### src/rtl/fetch_stage.sv
// fetch_stage: MIPS instruction-fetch stage.
// Owns the PC, drives the instruction-memory address and registers the
// returned word into IF/ID. Handles branches from EX, jumps from ID,
// hazard-unit stalls and the bubbles that squash wrong-path fetches.
module fetch_stage #(
    parameter logic [31:0] RESET_PC   = 32'h0000_0000,
    parameter int          IMEM_BYTES = 1024
) (
    input  logic        clk,
    input  logic        reset,
    output logic [31:0] pc_out,
    input  logic [31:0] instruction,
    input  logic        stall,
    input  logic        jump,
    input  logic [25:0] jump_index,
    input  logic        branch_taken,
    input  logic [31:0] branch_target,
    output logic [31:0] if_id_instr,
    output logic [31:0] if_id_pc_plus4,
    output logic        if_id_valid,
    output logic        misalign_fault,
    output logic [31:0] fetch_count
);

    // Byte-address mask of the instruction memory (IMEM_BYTES is a power of two).
    localparam logic [31:0] ADDR_MASK = 32'(IMEM_BYTES - 1);

    // Reduce any address into the memory range.
    function automatic logic [31:0] wrap_addr(input logic [31:0] a);
        return a & ADDR_MASK;
    endfunction

    // Force a redirect target onto a word boundary.
    function automatic logic [31:0] align_addr(input logic [31:0] a);
        return {a[31:2], 2'b00};
    endfunction

    logic [31:0] pc_q, pc_d;
    logic [31:0] instr_q, instr_d;
    logic [31:0] pc_plus4_q, pc_plus4_d;
    logic        valid_q, valid_d;
    logic        fault_q, fault_d;
    logic [31:0] count_q, count_d;

    logic [31:0] seq_pc;
    logic [31:0] jump_target;

    assign seq_pc      = wrap_addr(pc_q + 32'd4);
    // The jump region comes from the PC+4 of the jump itself, which sits in IF/ID.
    assign jump_target = {pc_plus4_q[31:28], jump_index, 2'b00};

    // Next-state selection: reset, branch, stall, jump, sequential (first match wins).
    always_comb begin
        pc_d       = pc_q;
        instr_d    = instr_q;
        pc_plus4_d = pc_plus4_q;
        valid_d    = valid_q;
        fault_d    = fault_q;
        count_d    = count_q;

        if (reset) begin
            pc_d       = wrap_addr(RESET_PC);
            instr_d    = 32'h0;
            pc_plus4_d = 32'h0;
            valid_d    = 1'b0;
            fault_d    = 1'b0;
            count_d    = 32'h0;
        end else if (branch_taken) begin
            // Branch overrides a concurrent stall; both younger slots are squashed.
            pc_d       = wrap_addr(align_addr(branch_target));
            instr_d    = 32'h0;
            pc_plus4_d = 32'h0;
            valid_d    = 1'b0;
            if (branch_target[1:0] != 2'b00) begin
                fault_d = 1'b1;
            end
        end else if (stall) begin
            // Hold everything; a pending jump is re-presented by ID later.
        end else if (jump) begin
            pc_d       = wrap_addr(align_addr(jump_target));
            instr_d    = 32'h0;
            pc_plus4_d = 32'h0;
            valid_d    = 1'b0;
        end else begin
            pc_d       = seq_pc;
            instr_d    = instruction;
            pc_plus4_d = seq_pc;
            valid_d    = 1'b1;
            if (count_q != 32'hFFFF_FFFF) begin
                count_d = count_q + 32'd1;
            end
        end
    end

    // PC, IF/ID register, sticky fault and fetch counter.
    always_ff @(posedge clk) begin
        pc_q       <= pc_d;
        instr_q    <= instr_d;
        pc_plus4_q <= pc_plus4_d;
        valid_q    <= valid_d;
        fault_q    <= fault_d;
        count_q    <= count_d;
    end

    assign pc_out         = pc_q;
    assign if_id_instr    = instr_q;
    assign if_id_pc_plus4 = pc_plus4_q;
    assign if_id_valid    = valid_q;
    assign misalign_fault = fault_q;
    assign fetch_count    = count_q;

endmodule

### config.mk
export PLATFORM = sky130hd
export DESIGN_NAME = fetch_stage
export DESIGN_NICKNAME = d
export VERILOG_FILES = /design/src/rtl/fetch_stage.sv
export SDC_FILE = /design/constraint.sdc
export NUM_CORES = 1
export LEC_CHECK = 0
export ABC_AREA = 1
export BUFFER_PORTS_ARGS = -buffer_cell sky130_fd_sc_hd__buf_2
export CORE_UTILIZATION = 42
export CTS_CLUSTER_SIZE = 10
export DETAILED_ROUTE_END_ITERATION = 12
export PLACE_DENSITY = 0.75
export RECOVER_POWER = 50
export SYNTH_ARGS = -nofsm -noshare
export SYNTH_HDL_FRONTEND = slang
export SYNTH_SLANG_ARGS = --single-unit
### constraint.sdc
create_clock -name clk -period 1.6 [get_ports clk]
set_input_delay 0.32 -clock clk [delete_from_list [all_inputs] [get_ports clk]]
set_output_delay 0.32 -clock clk [all_outputs]
set_load 0.01 [all_outputs]
==> results.txt <==
total die area -> 11,280 um2
xor and xnor area share after synthesis -> 2.112%
Final Slew Violations -> 0
nets -> 966
Max H-tree Level -> 3
MaxCap Viol Count -> 0
Flop pwr share -> 50.0%
Sw Share -> 27.15%
uppermost layer routed -> met4
Synth Area in Adders -> 0.5485%
global route overflow -> 0
Max stage delay on crit path -> 370 ps
CTS tree -> done
final worst slack -> -62.08 ps
Worst EP required -> 1880 ps
main area contributors after synthesis -> dfxtp_1 37%, nand2_1 19%, buf_4 7.6%, a21oi_1 6.9%, nor2_1 5.8%
internal cell power -> 3.137 mW
Setup Crit Path Kind -> flip-flop to flip-flop
critical path arrival -> 1950 ps
Clk pwr share -> 39.6%
post-synthesis mux area share -> 0%
Synth cell types -> 32
Peak VDD IR -> 0.4769 mV
number of fill cells -> 1,041
pwr dens -> 713.1 nW/um2
total number of vias -> 4,822
row count -> 37
P_sw -> 1.169 mW
Post-Syn Instances -> 679
DR iter-0 viols -> 386
Clock Latency Late Sink -> 350 ps
status -> finished, violations left
Area Overhead vs Synth -> 32.36%
Num CTS Buffers -> 9
commonest register cell after synthesis -> dfxtp_1
layout cell share with drive strength beyond 1 -> 28.95%
worst-path maximum fanout -> 8
Hold WC Path Type -> input port to flip-flop
asr flop ratio synth -> 0%
Die Wd -> 106.2 um
Final Wtd Congestion -> 0.8947
hpwl dp -> 9264 um
placed instance area -> 5587 um2
failing checks -> negative setup slack
Final setup viols -> 12
Synth Area per Inst -> 6.719 um2
max frequency -> 601.7 MHz
CP cell instances -> ha_4, inv_2, nor2_4, nand2_2, nor2_4, nand3_4, nand2_8, clkbuf_16, nand2_1, a21oi_2
Pwr Total -> 4.306 mW
antenna viol nets, final -> 0
met2 wire length -> 6086 um
RSZ-0062 raised after global routing -> true
routed wire length -> 12,770 um
synth warn -> 0
first-pass GRT wire length -> 19,650 um
Synth Area in Simple Gates -> 35.08%
chip height -> 106.2 um
routed wl met3 -> 829 um
WL/cell -> 12.65 um
diodes inserted -> 0
Port Buffer Count -> 140
Post-synth EDFFs -> 0
final hold vios -> 0
Leak -> 2.612 nW
DRT met1 WL -> 5639 um
vias in the first global route -> 4,096
slowest CP cell -> dfxtp_4
final worst-path cycle share -> 103.9%
post-route DRC violation count -> 0
most frequent cells in the layout -> 231 x nand2_1, 111 x buf_2, 76 x dfxtp_1
utilization after layout -> 57.97%
combinational power share -> 10.4%
share of the synthesized area in the top cell type -> 36.86%
Root Driver -> clkbuf_8
Post-Syn Area -> 4562 um2
clock sinks -> 84
Starting Density -> 43.80%
routed vias/inst -> 4.774
hold-fix buffers at CTS -> 0
DR pass1 iterations -> 6
Clock Skew -> 5.719 ps
GRT Overall Usage -> 21.76%
CP startpoint kind -> flip-flop
most used cell, CP -> nor2_4
Min Clock Period, post-route -> 1662 ps
Worst Setup End Kind -> flip-flop
Synth Area in Compound Gates -> 12.15%
Top Ports -> 225
clock tree buffer depth -> 2
Design Area, Final -> 6038 um2
Seq cells post-synth -> 84
core area -> 10,420 um2
area leader, netlist -> dfxtp_1
Clock transition at path regs -> 90 ps
largest family of logic cells by synthesized area -> simple AND/OR/NAND/NOR gates
commonest non-fill, non-tap cell in the layout -> nand2_1
sequential area share after synthesis -> 36.86%
largest net degree at the start of global routing -> 35
initial antenna violation count -> 0
## routing by layer
layer | GRT usage (%) | vias up
met3 | 3.250 | 20
met5 | 0 | -
li1 | - | 2453
met4 | 7.143 | 0
met2 | 35.53 | 184
met1 | 29.28 | 2165
## synthesized netlist by cell type (3+ instances only)
cell type  count
inv_1         35
xnor2_1        8
xor2_1         3
nor2_1        71
o21ai_0       23
a21oi_1       63
nor2_2         3
clkbuf_1      18
a31oi_1        3
nand4_1        5
a21oi_2       11
nor2_4         4
nand3_1       26
nand2_2       14
nand3b_1      11
buf_4         46
nand2_1      234
dfxtp_1       84
## power groups by stage
| stage | registers [mW] | clock network (mW) | logic (mW) |
|---|---|---|---|
| 5_1_grt | 2.16 | 1.84 | 0.502 |
| 6_report | 2.15 | 1.70 | 0.449 |
| 4_1_cts | 2.16 | 1.76 | 0.446 |
| 2_1_floorplan | 2.22 | 0 | 0.307 |
| 3_5_place_dp | 2.20 | 0 | 0.440 |
| 3_3_place_gp | 2.20 | 0 | 0.437 |
## cell type report
| type | count | area, um2 | area share [%] |
|---|---|---|---|
| Clock buffer | 10 | 148.9 | 2.466 |
| Clock inverter | 6 | 75.07 | 1.243 |
| Inverter | 38 | 147.6 | 2.445 |
| Multi-Input combinational cell | 532 | 2565 | 42.48 |
| Sequential cell | 84 | 1702 | 28.18 |
| Tap cell | 136 | 170.2 | 2.818 |
| Timing Repair Buffer | 204 | 1230 | 20.37 |
## cells by family after synthesis
group	Yosys count
buf+inv	106
fa+ha+maj	2
compound gates	101
xor+xnor	11
other cells	1
flops	84
simple gates	374
## stage by stage
stage	setup WS [ps]	TNS, ps	cells	hold WS [ps]
CTS	2.097	0	1002	180.1
floorplan	7.582	0	722	464.5
global placement	-0.8472	-0.8472	982	428.0
finish	-62.08	-215.3	1010	202.5
global route	-140.9	-2674	1010	184.5
detailed placement	-24.11	-65.86	982	431.8
## path summary, 6_finish.rpt
path                           from                 to  slack, ps  cells after the start
hold / removal       instruction[5]     if_id_instr[5]        200                      3
setup reg to reg     fetch_count[1]     fetch_count[9]        -60                     10
hold reg to reg   if_id_pc_plus4[1]  if_id_pc_plus4[1]        450                      2
setup / recovery     fetch_count[1]     fetch_count[9]        -60                     10
## worst max-delay path, delay by kind of cell, from the launching register on
kind | cells | cell delay [ps]
and+or+nand+nor | 6 | 730
DFF | 1 | 370
buffers and inverters | 2 | 220
adders and majority gates | 1 | 140
AOI/OAI and AO/OA | 1 | 120
## sequential cells by signal (all words and copies together), names as in the netlist
| register | flops |
|---|---|
| fetch_count | 32 |
| pc_out | 9 |
| misalign_fault | 1 |
| if_id_pc_plus4 | 9 |
| if_id_instr | 32 |
| if_id_valid | 1 |
## timing repair
item / in CTS / in global routing
resized for setup: 2 / 43
buffers inserted: 4 / 6
pin swaps: 2 / 22
gates cloned: 0 / 2
endpoints found under the setup margin: 30 / 32
Power figures use the tool's default switching activity.
